[src/rtl/text_pixel_compositor.sv]
// Text-mode colour stage: attribute blink, hardware cursor and palette lookup
// in a 2-cycle pipeline, with hsync/vsync delayed to stay aligned with RGB.
module text_pixel_compositor #(
    parameter int CHANNEL_BITS     = 1,
    parameter int COLOR_INDEX_BITS = 3,
    parameter int TEXTCOLS_BITS    = 7,
    parameter int TEXTROWS_BITS    = 6,
    parameter int CHARHEIGHT_BITS  = 4,
    parameter int BLINK_FRAMES     = 32
) (
    input  logic                        clk,
    input  logic                        reset,
    input  logic                        hsync_in,
    input  logic                        vsync_in,
    input  logic                        drawing,
    input  logic [TEXTCOLS_BITS-1:0]    xtext,
    input  logic [TEXTROWS_BITS-1:0]    ytext,
    input  logic [CHARHEIGHT_BITS-1:0]  ychar,
    input  logic                        pixel,
    input  logic [COLOR_INDEX_BITS-1:0] foreground,
    input  logic [COLOR_INDEX_BITS-1:0] background,
    input  logic                        blink,
    input  logic                        cursor_enable,
    input  logic [TEXTCOLS_BITS-1:0]    cursor_x,
    input  logic [TEXTROWS_BITS-1:0]    cursor_y,
    input  logic [CHARHEIGHT_BITS-1:0]  cursor_start,
    input  logic [CHARHEIGHT_BITS-1:0]  cursor_end,
    input  logic                        pal_we,
    input  logic [COLOR_INDEX_BITS-1:0] pal_addr,
    input  logic [3*CHANNEL_BITS-1:0]   pal_data,
    output logic                        hsync_out,
    output logic                        vsync_out,
    output logic [CHANNEL_BITS-1:0]     red,
    output logic [CHANNEL_BITS-1:0]     green,
    output logic [CHANNEL_BITS-1:0]     blue,
    output logic                        blink_phase,
    output logic                        frame_tick
);
    localparam int PAL_N = 1 << COLOR_INDEX_BITS;
    localparam int PAL_W = 3 * CHANNEL_BITS;
    localparam int CNT_W = $clog2(BLINK_FRAMES);
    localparam logic [CNT_W-1:0] CNT_MAX  = CNT_W'(BLINK_FRAMES - 1);
    localparam logic [CNT_W-1:0] CNT_HALF = CNT_W'(BLINK_FRAMES / 2);

    // Default entry i: each channel is a replicated bit of the index, {b,g,r}.
    function automatic logic [PAL_W-1:0] pal_default(input int i);
        return {{CHANNEL_BITS{i[2]}}, {CHANNEL_BITS{i[1]}}, {CHANNEL_BITS{i[0]}}};
    endfunction

    logic [PAL_W-1:0]            r_pal [PAL_N];
    logic                        r_vs_prev;
    logic                        r_frame_tick;
    logic                        r_blink_phase;
    logic [CNT_W-1:0]            r_cnt;
    logic                        r_s1_draw;
    logic                        r_s1_hs;
    logic                        r_s1_vs;
    logic [COLOR_INDEX_BITS-1:0] r_s1_idx;
    logic [PAL_W-1:0]            r_rgb;
    logic                        r_hs;
    logic                        r_vs;

    logic                        w_fall;
    logic                        w_cursor_phase;
    logic                        w_lit;
    logic                        w_hit;
    logic                        w_sel;
    logic [COLOR_INDEX_BITS-1:0] w_idx;
    logic [PAL_W-1:0]            w_pal_rd;

    assign w_fall         = r_vs_prev & ~vsync_in;
    // Cursor blinks at twice the attribute rate: on for the first half of each period.
    assign w_cursor_phase = (r_cnt < CNT_HALF);
    assign w_lit          = pixel & (~blink | r_blink_phase);
    assign w_hit          = cursor_enable & (xtext == cursor_x) & (ytext == cursor_y)
                          & (cursor_start <= ychar) & (ychar <= cursor_end);
    assign w_sel          = w_lit ^ (w_hit & w_cursor_phase);
    assign w_idx          = w_sel ? foreground : background;
    assign w_pal_rd       = r_pal[r_s1_idx];

    always_ff @(posedge clk or posedge reset) begin
        if (reset) begin
            r_vs_prev     <= 1'b0;
            r_frame_tick  <= 1'b0;
            r_blink_phase <= 1'b1;
            r_cnt         <= '0;
        end else begin
            r_vs_prev    <= vsync_in;
            r_frame_tick <= w_fall;
            if (w_fall) begin
                if (r_cnt == CNT_MAX) begin
                    r_cnt         <= '0;
                    r_blink_phase <= ~r_blink_phase;
                end else begin
                    r_cnt <= r_cnt + 1'b1;
                end
            end
        end
    end

    // Write lands on the edge; a same-edge read in stage 2 still sees the old entry.
    always_ff @(posedge clk or posedge reset) begin
        if (reset) begin
            for (int i = 0; i < PAL_N; i++) r_pal[i] <= pal_default(i);
        end else if (pal_we) begin
            r_pal[pal_addr] <= pal_data;
        end
    end

    always_ff @(posedge clk or posedge reset) begin
        if (reset) begin
            r_s1_draw <= 1'b0;
            r_s1_hs   <= 1'b0;
            r_s1_vs   <= 1'b0;
            r_s1_idx  <= '0;
            r_rgb     <= '0;
            r_hs      <= 1'b0;
            r_vs      <= 1'b0;
        end else begin
            r_s1_draw <= drawing;
            r_s1_hs   <= hsync_in;
            r_s1_vs   <= vsync_in;
            r_s1_idx  <= w_idx;
            r_rgb     <= r_s1_draw ? w_pal_rd : '0;
            r_hs      <= r_s1_hs;
            r_vs      <= r_s1_vs;
        end
    end

    assign red         = r_rgb[CHANNEL_BITS-1:0];
    assign green       = r_rgb[2*CHANNEL_BITS-1:CHANNEL_BITS];
    assign blue        = r_rgb[3*CHANNEL_BITS-1:2*CHANNEL_BITS];
    assign hsync_out   = r_hs;
    assign vsync_out   = r_vs;
    assign blink_phase = r_blink_phase;
    assign frame_tick  = r_frame_tick;
endmodule

[config.mk]
export PLATFORM = sky130hd
export DESIGN_NAME = text_pixel_compositor
export DESIGN_NICKNAME = d
export VERILOG_FILES = /design/src/rtl/text_pixel_compositor.sv
export SDC_FILE = /design/constraint.sdc
export NUM_CORES = 1
export LEC_CHECK = 0
export CORE_MARGIN = 10
export CORE_UTILIZATION = 35
export CTS_CLUSTER_SIZE = 12
export DETAILED_ROUTE_END_ITERATION = 8
export HOLD_SLACK_MARGIN = 0.12
export PLACE_DENSITY = 0.66
export SYNTH_ARGS = -nofsm -noshare
export SYNTH_HDL_FRONTEND = slang
export SYNTH_SLANG_ARGS = --single-unit
[constraint.sdc]
create_clock -name clk -period 2 [get_ports clk]
set_input_delay 0.3 -clock clk [delete_from_list [all_inputs] [get_ports clk]]
set_output_delay 0.3 -clock clk [all_outputs]
set_load 0.005 [all_outputs]
---- Word-level counts from Yosys, hierarchy flattened ----
Index checks and enable logic that the tools add are counted.
storage, ports and cells
  word-level logic and storage cells ...... 53
  input bits .............................. 59
  flip-flop bits (word level) ............. 42
operators by class
  bitwise gates (word level) .............. 14
  order comparisons ....................... 6
  mux-type cells .......................... 9
  equality and inequality tests ........... 3
  add/sub/neg operators ................... 1
  reduce and logical (&&, ||, !) cells .... 2
operators with widths
  cell                                                        number
  bitwise mux 24 bit                                          1
  2-to-1 mux 3 bit                                            5
  binary-select mux 3 bit (select 3 bit)                      1
  demux 3 bit (select 3 bit)                                  1
  >= comparator 4 bit, second input constant                  2
  <= comparator 4 bit                                         2
  inverter 3 -> 4 bit                                         2
  AND 1 bit                                                   7
  equality test 7 bit                                         1
  equality test 6 bit                                         1
  adder 5 x 1 -> 5 bit, second input constant                 1
  equality test 5 bit, second input constant                  1
  less-than comparator 5 bit, second input constant           1
  2-to-1 mux 5 bit                                            1
  less-than comparator 4 x 1 -> 1 bit, second input constant  1
  inverter 1 bit                                              3
  AND reduction 2 bit                                         1
  logical AND 1 bit                                           1
  bitwise OR 1 bit                                            1
  XOR 1 bit                                                   1

---- Logic depth before layout (Yosys ltp) ----
Gate-level depths: netlist of the first run.
  depth after elaboration ................. 8
  mapped depth ............................ 7
  gate-level depth less buffers ........... 7

---- Least setup slack after synthesis of the first run ----
Ideal clock, no wire load.
  kind .................................... input to register
  start ................................... input ychar[1]
  end ..................................... register r_s1_idx[0]
  data required time ...................... 1.869 ns
  arrival time ............................ 1.358 ns
  path buffers ............................ 0
  stages on the path ...................... 7
  slack ................................... 0.511 ns
  cells stage by stage .................... inv_1 ha_1 nor2b_1 o21ai_0 a32o_1 a32o_1 o211ai_1
on the way
  longest elaborated chain between the ends .. 6
RTL lines
  item                  RTL line  source
  start, declared       18        input logic [CHARHEIGHT_BITS-1:0] ychar,
  <= comparator 4 bit   76        & (cursor_start <= ychar) & (ychar <= cursor_end);
  AND 1 bit             76
  AND 1 bit *           76
  AND 1 bit *           77        assign w_sel = w_lit ^ (w_hit & w_cursor_phase);
  XOR 1 bit *           77
  2-to-1 mux 3 bit *    78        assign w_idx = w_sel ? foreground : background;
  net w_idx[0]          68        logic [COLOR_INDEX_BITS-1:0] w_idx;
  end signal, assigned  123       r_s1_idx <= w_idx;
  end, declared         58        logic [COLOR_INDEX_BITS-1:0] r_s1_idx;
Mark *: on every way through the listed nets, which the timed path passes. The rest lies on a longest branch.
A chain may end at the register's enable or synchronous reset.

---- Worst setup path in the final report of the first run ----
  start ................................... input cursor_end[1]
  end ..................................... register r_s1_idx[2]
on the way
  longest elaborated chain between the ends .. 5
RTL lines
  item                 RTL line  source
  start, declared      27        input logic [CHARHEIGHT_BITS-1:0] cursor_end,
  <= comparator 4 bit  76
  AND 1 bit            76
  AND 1 bit            77
  XOR 1 bit            77
  2-to-1 mux 3 bit     78
  net w_idx[2]         68
The timed path passes the listed nets, and every way through them passes these cells.

==> out/metrics.yaml, run 1 <==
drc: 0
netlist_area_mm2: 0.00224
dieArea_mm2: 0.0100
yosysWarnings: 0
ys_ff_latch: 42
reg2reg_setup_slack_ps: 560
antenna_cells: 0
arrival_ps: 1940
yosys.area.top_type_share_pct: 32.4
post-cts-setup-buffer-count: 0
crit_required_ps: 2160
dr.pass1.iters: 4
cts_root_buffer: "clkbuf_8"
port_buffers: 65
wl_met2_mm: 2.80
grt_pass1_wl_mm: 8.35
grt_pass1_vias: 1774
setup_slack_ps: 218
holdCritPathClass: "reg -> reg"
top_layer: "met4"
cp-end-kind: "register"
finalMaxSlewViolations: 0
area_delta_synth_final_pct: 39.8
dp_slack_ps: -162
start_util_pct: 35.7
core_mm2: 0.00628
synth_top_area_cell: "dfrtp_1"
ant_nets: 0
max_freq_ghz: 0.561
post_drt_wl_per_cell_um: 14.5
maxCapViolations: 0
overflow: 0
die_w_um: 100
setup_viol: 0
vias: 1622
place_congestion: 0.768
layout_min_cycle_time_ps: 1780
finalHoldWorstSlack_ps: 356
syn_nets: 253
met1_length_mm: 1.93
drt_wl_total_mm: 4.94
die_h_um: 100
dp_hpwl_mm: 4.13
core.rowCount: 29
cellLeakagePower_nw: 1.30
synth_seq_area_share_pct: 47.6
antenna_found_initial: 0
run_status: "complete, no violations"
syn-instance-count: 184
final_net_count: 331
worstSetupPathType: "in -> reg"
syn_area_per_cell_um2: 12.2
utilization_pct: 49.9
reg2reg_depth: 6
p_per_area_mw_per_mm2: 746
worstHoldPathCells: 0
cts_tree: "yes"
setup_tns_ps: 0
ir_drop_v: 0.000461
cts_buffers: 5
final_hold_viol_count: 0
boundaryPins: 66
wl_met3_um: 180
vias_per_cell: 4.77
ys_types: 30
fin_skew_ps: 4.71
cts.sinks: 42
clkTransAtPathRegs_ps: 70
grt_usage_pct: 10.3
rsz0062_at_grt: "false"
critPathMaxFanout: 7
synth.area.top_cells: "dfrtp_1, dfstp_2, mux2_2"
drive_gt1_share_pct: 23.2
slew_headroom_pct: 66.3
ctsLongestPathBuffers: 2
drt-initial-drc-count: 50
grt_max_degree: 43
htree_num_levels: 2
insertion_delay_ps: 290
period_share_pct: 89.1
startpoint_type: "input pin"
cts_hold_buf: 0
tightest_slew_ps: 505
cell families after synthesis:
family	synth area share, %
simple gates	13.6
flops	47.6
mux	19.9
compound gates	5.58
xor+xnor	5.47
buf+inv	2.23
fa+ha+maj	5.58
layer usage:
metal / up-vias / GRT usage [%]
li1: 822 / -
met1: 774 / 11.5
met2: 21 / 18.7
met3: 5 / 2.82
met4: 0 / 2.93
met5: - / 0
synthesized netlist by cell type:
master	n
mux4_2	6
o211ai_1	3
nor2_1	2
nand4b_1	6
inv_1	11
dfrtp_1	29
xnor2_1	14
nor3_1	3
mux2_2	24
ha_1	10
nand2b_1	2
nand4_1	4
buf_2	1
nand3_2	1
and2_1	2
nor4_4	1
nand2_1	22
nand3b_1	1
buf_1	1
a32o_1	5
a21oi_1	3
o21ai_0	6
nor2b_1	5
mux2i_1	3
dfstp_2	13
nand3_1	1
mux2_1	1
nor3b_1	2
o21a_1	1
and3_1	1
flip-flops by register name, indices dropped and copies added (netlist names):
signal / flops
r_s1_idx: 3
frame_tick: 1
blink_phase: 1
r_rgb: 3
r_cnt: 5
hsync_out: 1
r_s1_vs: 1
vsync_out: 1
r_s1_hs: 1
r_pal: 24
r_s1_draw: 1
what timing repair did:
item	in CTS	in global routing
endpoints found under the setup margin	0	1
resized for setup	0	1
endpoints found under the hold margin	0	0
power breakdown:
| part | internal, mW | leakage [nW] | switching [mW] |
|---|---|---|---|
| registers | 1.07 | 0.485 | 0.104 |
| logic | 0.408 | 0.764 | 0.220 |
| clock network | 0.278 | 0.0482 | 0.262 |
| total | 1.75 | 1.30 | 0.586 |
worst paths after layout:
check,startpoint,endpoint
max,cursor_end[1],r_s1_idx[2]$_DFF_PP0_
min,r_s1_hs$_DFF_PP0_,hsync_out$_DFF_PP0_
max reg2reg,r_cnt[0]$_DFFE_PP0P_,r_cnt[2]$_DFFE_PP0P_
min reg2reg,r_s1_hs$_DFF_PP0_,hsync_out$_DFF_PP0_
max in group asynchronous,reset,r_pal[6]$_DFFE_PP1P_
min in group asynchronous,reset,hsync_out$_DFF_PP0_
layout make-up:
class	instances	area, um2
Multi-Input combinational cell	129	1120
Timing Repair Buffer	73	711
Sequential cell	42	1070
Inverter	11	41.3
Clock inverter	1	5.00
Fill cell	557	3150
Tap cell	77	96.3
Clock buffer	7	86.3
stage by stage:
step / instance area (um2) / total power, mW / instances
finish: 3130 / 2.34 / 340
global route: 3130 / 2.52 / 340
CTS: 3130 / 2.39 / 340
detailed placement: 3040 / 1.83 / 332
global placement: 3040 / 1.81 / 332
floorplan: 2240 / 1.54 / 184
cell usage in the layout (no fill, tap or decap), drive strengths merged:
cell type,instances
a21oi,3
a32o,5
and2,2
and3,1
buf,8
clkbuf,7
clkdlybuf4s50,65
clkinv,1
dfrtp,29
dfstp,13
ha,10
inv,11
mux2,25
mux2i,3
mux4,6
nand2,22
nand2b,2
nand3,2
nand3b,1
nand4,4
nand4b,6
nor2,2
nor2b,5
nor3,3
nor3b,2
nor4,1
o211ai,3
o21a,1
o21ai,6
xnor2,14
worst max-delay path, stage by stage:
cell             delay (ps)
clkdlybuf4s50_1         450
inv_1                    40
ha_1                    270
nor2b_1                 130
o21ai_0                 140
a32o_1                  310
a32o_1                  220
o211ai_1                 80
Note: power is estimated with default switching activity, not from simulation.
==> run 2, diff against run 1 <==
Settings changed: HOLD_SLACK_MARGIN 0.12 to unset.
Clock period 2 ns to 2.2 ns, I/O delays scaled along.
==> run 2 against run 1 <==
Utilization is 0.44 points lower. Critical path depth stayed put. Combinational power is 11% lower. Wire length is 0.69% higher. Register-to-register slack better by 120 ps.
==> out/metrics.yaml, run 2 (synthesis gave the netlist of run 1 again) <==
run_status: "complete, no violations"  # unchanged
crit_required_ps: 2360  # was 2160 ps
cp_common_cell: "a32o_1"  # unchanged
startpoint_type: "input pin"  # unchanged
vias: 1636  # was 1622
finalMaxSlewViolations: 0  # unchanged
core_mm2: 0.00628  # unchanged
grt_usage_pct: 9.98  # was 10.3%
max_stage_delay_ps: 480  # was 450 ps
die_h_um: 100  # unchanged
vias_per_cell: 4.84  # was 4.77
grt_pass1_vias: 1700  # was 1774
grt_pass1_wl_mm: 8.07  # was 8.35 mm
slowest_stage: "clkdlybuf4s50_1"  # unchanged
critPathMaxFanout: 7  # unchanged
r2r_start: "r_cnt[4]$_DFFE_PP0P_"  # was r_cnt[0]$_DFFE_PP0P_
reg2reg_depth: 4  # was 6
max_freq_ghz: 0.540
tightest_slew_ps: 507  # was 505 ps
drive_gt1_share_pct: 21.5  # was 23.2%
top_regs: "r_pal (24), r_cnt (5)"  # unchanged
overflow: 0  # unchanged
post-cts-setup-buffer-count: 0  # unchanged
antenna_found_initial: 0  # unchanged
multi_input_area_mm2: 0.00112  # about the same
r2r_end: "r_s1_idx[0]$_DFF_PP0_"  # was r_cnt[2]$_DFFE_PP0P_
worstHoldStart: "r_s1_hs$_DFF_PP0_"  # unchanged
ctsLongestPathBuffers: 2  # unchanged
drt-initial-drc-count: 57  # was 50
drt_wl_total_mm: 4.97  # was 4.94 mm
most-common-layout-cells: "clkdlybuf4s50_1, dfrtp_1, mux2_2, nand2_1, xnor2_1"  # unchanged
antenna_cells: 0  # unchanged
arrival_ps: 2010  # was 1940 ps
port_buffers: 65  # unchanged
layout_min_cycle_time_ps: 1850
period_share_pct: 84.2
setup_tns_ps: 0  # unchanged
core.rowCount: 29  # unchanged
dieArea_mm2: 0.0100  # unchanged
final_net_count: 329  # was 331
final_hold_viol_count: 0  # unchanged
holdCritPathClass: "reg -> reg"  # unchanged
dp.cells: 330  # was 332
start_util_pct: 35.7  # unchanged
ir_drop_v: 0.000402  # was 0.000461 V
maxCapViolations: 0  # unchanged
area_delta_synth_final_pct: 38.5  # was 39.8%
path_buf_inv: 2  # unchanged
cp_top_family: "compound AO/OA/AOI/OAI gates"  # unchanged
cp-end-kind: "register"  # unchanged
cellLeakagePower_nw: 1.27  # was 1.30 nW
largest-register: "r_pal"  # unchanged
cp_cell_sequence: "clkdlybuf4s50_1 > inv_1 > ha_1 > nor2b_1 > o21ai_0 > a32o_1 > a32o_1 > o211ai_1"  # unchanged
post_drt_wl_per_cell_um: 14.7  # was 14.5 um
reg2reg_setup_slack_ps: 680  # was 560 ps
cts_root_buffer: "clkbuf_8"  # unchanged
slew_headroom_pct: 66.2  # was 66.3%
fill_cells: 564  # was 557
cts.sinks: 42  # unchanged
dp_hpwl_mm: 4.07  # was 4.13 mm
fin_skew_ps: 2.84  # was 4.71 ps
largest_reg_flops: 24  # unchanged
ant_nets: 0  # unchanged
dr.pass1.iters: 4  # unchanged
die_w_um: 100  # unchanged
post_cts_resized: 0  # unchanged
final_common_cell: "clkdlybuf4s50_1"  # unchanged
cts_hold_buf: 0  # unchanged
clkTransAtPathRegs_ps: 70  # about the same
cts_buffers: 5  # unchanged
grt_max_degree: 43  # unchanged
place_congestion: 0.757  # was 0.768
p_per_area_mw_per_mm2: 674  # was 746 mW/mm2
cts_tree: "yes"  # unchanged
worstHoldPathCells: 0  # unchanged
insertion_delay_ps: 280  # was 290 ps
utilization_pct: 49.5  # was 49.9%
setup_viol: 0  # unchanged
rsz0062_at_grt: "false"  # unchanged
drc: 0  # unchanged
finish.cell_count_without_fillers: 338  # was 340
final-seq-area_mm2: 0.00107  # unchanged
htree_num_levels: 2  # unchanged
min_to: "hsync_out$_DFF_PP0_"  # unchanged
boundaryPins: 66  # unchanged
worstSetupPathType: "in -> reg"  # unchanged
run 2: cell count changes in the layout (fill, tap and decap cells not counted):
cell	previous run	this run
clkbuf_8	6	5
clkinv_2	1	0
a32o_1	4	5
a32o_2	1	0
clkbuf_1	1	3
buf_4	8	6
run 2: layout make-up:
| class | instances | area share (%) |
|---|---|---|
| clock buffers | 8 | 2.58 |
| inverters | 11 | 1.33 |
| multi-input cells | 129 | 36.2 |
| flip-flops and latches | 42 | 34.4 |
| well taps | 77 | 3.10 |
| repair buffers | 71 | 22.4 |
run 2: power breakdown:
part | leakage (nW) | switching (mW) | internal (mW)
combinational | 0.750 | 0.196 | 0.366
sequential | 0.485 | 0.0998 | 0.968
clock | 0.0395 | 0.235 | 0.225
run 2: worst max-delay path by stage:
stage	slack (ps)	depth (start not counted)	startpoint	end
2_1_floorplan	680	7	ychar[1]	r_s1_idx[0]$_DFF_PP0_
3_3_place_gp	90	8	ychar[1]	r_s1_idx[1]$_DFF_PP0_
3_5_place_dp	30	8	ychar[1]	r_s1_idx[0]$_DFF_PP0_
4_1_cts	350	8	ychar[1]	r_s1_idx[0]$_DFF_PP0_
5_1_grt	180	8	ychar[1]	r_s1_idx[1]$_DFF_PP0_
6_report	350	8	ychar[1]	r_s1_idx[0]$_DFF_PP0_
run 2: per-layer routing:
| metal | part of all wire (%) | vias to the layer above | GRT usage, % |
|---|---|---|---|
| met5 | 0 | - | 0 |
| met4 | 0.32 | 0 | 2.28 |
| met3 | 5.5 | 2 | 3.16 |
| met2 | 57 | 37 | 18.9 |
| met1 | 38 | 779 | 10.5 |
| li1 | - | 818 | - |
run 2: through the flow:
stage	hold WS (ps)	setup WS, ps	total power, mW	instance area (um2)
floorplan	331	681	1.40	2240
global placement	336	85.3	1.64	3020
detailed placement	347	32.8	1.65	3020
CTS	363	349	2.12	3100
global route	368	176	2.23	3100
finish	356	349	2.09	3100
==> run 3, diff against run 2 <==
Settings changed: PLACE_DENSITY 0.66 to 0.69.
Clock period 2.2 ns to 1.66 ns, I/O delays scaled along.
==> run 3 against run 2 <==
Final cell count rose by 2.4%. Worst setup slack got worse by 290 ps. Sequential cell count did not move. Critical path type is now reg -> out. Critical endpoint is now blink_phase. Largest power group unchanged.
==> out/metrics.yaml, run 3 (synthesis gave the netlist of run 1 again) <==
period_share_pct: 96.3
top_layer: "met4"  # unchanged
wl_met2_mm: 2.99  # was 2.81 mm
setup_tns_ps: 0  # unchanged
htree_num_levels: 2  # unchanged
dp_hpwl_mm: 4.17  # was 4.07 mm
port_buffers: 65  # unchanged
drive_gt1_share_pct: 29.0  # was 21.5%
dr.pass1.iters: 4  # unchanged
setup_viol: 0  # unchanged
r2r_end: "r_cnt[2]$_DFFE_PP0P_"  # was r_s1_idx[0]$_DFF_PP0_
cts_hold_buf: 0  # unchanged
slowest_stage: "dfstp_2"  # was clkdlybuf4s50_1
cts_buffers: 5  # unchanged
critPathMaxFanout: 4  # was 7
cts.sinks: 42  # unchanged
ant_nets: 0  # unchanged
slew_headroom_pct: 80.8  # was 66.2%
largest_reg_flops: 24  # unchanged
boundaryPins: 66  # unchanged
antenna_found_initial: 0  # unchanged
grt_max_degree: 43  # unchanged
utilization_pct: 52.2  # was 49.5%
rsz0062_at_grt: "false"  # unchanged
path_buf_inv: 1  # was 2
ir_drop_v: 0.000487  # was 0.000402 V
place_congestion: 0.744  # was 0.757
area_delta_synth_final_pct: 46.2  # was 38.5%
met1_length_mm: 2.03  # was 1.87 mm
startpoint_type: "register"  # was input pin
final_common_cell: "clkdlybuf4s50_1"  # unchanged
dieArea_mm2: 0.0100  # unchanged
die_w_um: 100  # unchanged
core.rowCount: 29  # unchanged
core_mm2: 0.00628  # unchanged
maxCapViolations: 0  # unchanged
cellLeakagePower_nw: 1.40  # was 1.27 nW
p_per_area_mw_per_mm2: 881  # was 674 mW/mm2
finish.cell_count_without_fillers: 346  # was 338
die_h_um: 100  # unchanged
r2r_start: "r_cnt[0]$_DFFE_PP0P_"  # was r_cnt[4]$_DFFE_PP0P_
overflow: 0  # unchanged
cp-end-kind: "primary output"  # was register
final_hold_viol_count: 0  # unchanged
grt_pass1_vias: 1696  # was 1700
tightest_slew_ps: 287  # was 507 ps
holdCritPathClass: "in -> async"  # was reg -> reg
antenna_cells: 0  # unchanged
grt_pass1_wl_mm: 8.19  # was 8.07 mm
fill_cells: 562  # was 564
max_freq_ghz: 0.625
drt-initial-drc-count: 33  # was 57
cp_top_family: "flip-flops"  # was compound AO/OA/AOI/OAI gates
worstSetupPathType: "reg -> out"  # was in -> reg
drc: 0  # unchanged
fin_skew_ps: 6.00  # was 2.84 ps
reg2reg_depth: 6  # was 4
crit_path_start: "blink_phase$_DFFE_PP1P_"  # was ychar[1]
post_dp_cell_area_mm2: 0.00309  # was 0.00302 mm2
post_drt_wl_per_cell_um: 15.0  # was 14.7 um
insertion_delay_ps: 290  # was 280 ps
clkTransAtPathRegs_ps: 80  # was 70 ps
cts_root_buffer: "clkbuf_8"  # unchanged
power_mw: 2.89  # was 2.09 mW
max_stage_delay_ps: 550  # was 480 ps
largest-register: "r_pal"  # unchanged
cp_cell_sequence: "clkdlybuf4s50_1"  # was clkdlybuf4s50_1 > inv_1 > ha_1 > nor2b_1 > o21ai_0 > a32o_1 > a32o_1 > o211ai_1
arrival_ps: 1350  # was 2010 ps
finalMaxSlewViolations: 0  # unchanged
final_net_count: 337  # was 329
ctsLongestPathBuffers: 2  # unchanged
dp.cells: 337  # was 330
top_regs: "r_pal (24), r_cnt (5)"  # unchanged
drt_wl_total_mm: 5.21  # was 4.97 mm
run_status: "complete, no violations"  # unchanged
final_cell_area_mm2: 0.00328  # was 0.00310 mm2
most-common-layout-cells: "clkdlybuf4s50_1, dfrtp_1, mux2_2, nand2_1, xnor2_1"  # unchanged
grt_usage_pct: 10.3  # was 9.98%
layout_min_cycle_time_ps: 1600
wl_met3_um: 146  # was 272 um
start_util_pct: 35.7  # unchanged
vias: 1683  # was 1636
reg2reg_setup_slack_ps: 200  # was 680 ps
cts_tree: "yes"  # unchanged
vias_per_cell: 4.86  # was 4.84
crit_required_ps: 1410  # was 2360 ps
-- run 3: changes by cell type in the layout (fill, tap and decap cells not counted), moves of 4 or more --
cell,previous run,this run
clkdlybuf4s50_1,65,56
buf_4,6,12
dlymetal6s2s_1,0,6
ha_1,10,6
ha_4,0,4
-- run 3: area by class of cell --
| class | instances | area (um2) | share of cell area (%) |
|---|---|---|---|
| repair buffers | 79 | 783 | 23.9 |
| flip-flops and latches | 42 | 1070 | 32.6 |
| inverters | 11 | 41.3 | 1.26 |
| multi-input cells | 129 | 1200 | 36.5 |
| clock inverters | 1 | 5.00 | 0.153 |
| well taps | 77 | 96.3 | 2.94 |
| clock buffers | 7 | 86.3 | 2.64 |
-- run 3: metrics by stage --
step | worst slack (ps) | hold WS (ps)
after floorplan | 222 | 280
after global placement | -382 | 333
after detailed placement | -412 | 336
after CTS | 8.81 | 306
after global routing | 7.48 | 348
final | 60.6 | 302
-- run 3: worst max path at each step --
stage                     depth (start not counted)  slack, ps                     to
final                                             1         60            blink_phase
after global routing                              7          7  r_s1_idx[2]$_DFF_PP0_
after CTS                                         1          9            blink_phase
after detailed placement                          8       -410  r_s1_idx[2]$_DFF_PP0_
after global placement                            8       -380  r_s1_idx[2]$_DFF_PP0_
after floorplan                                   7        220  r_s1_idx[0]$_DFF_PP0_
-- run 3: report_power, final --
| part | internal [mW] | total [mW] | switching (mW) | leakage, nW |
|---|---|---|---|---|
| registers | 1.28 | 1.40 | 0.116 | 0.485 |
| clock network | 0.335 | 0.663 | 0.328 | 0.0482 |
| logic | 0.528 | 0.825 | 0.297 | 0.867 |
-- run 3: worst min-delay path, stage by stage --
cell and delay (ps):
clkdlybuf4s50_1 390, inv_1 90, buf_12 240
-- run 3: repair_timing --
| action | in CTS | in global routing |
|---|---|---|
| gates resized for setup | 7 | 18 |
| setup endpoints to repair | 3 | 4 |
| buffers inserted | 0 | 1 |
| pin swaps | 3 | 12 |
-- run 3: layer usage --
metal	GRT usage, %	vias to the layer above
li1	-	835
met1	10.6	822
met2	19.5	21
met3	2.75	5
met4	3.26	0
met5	0	-
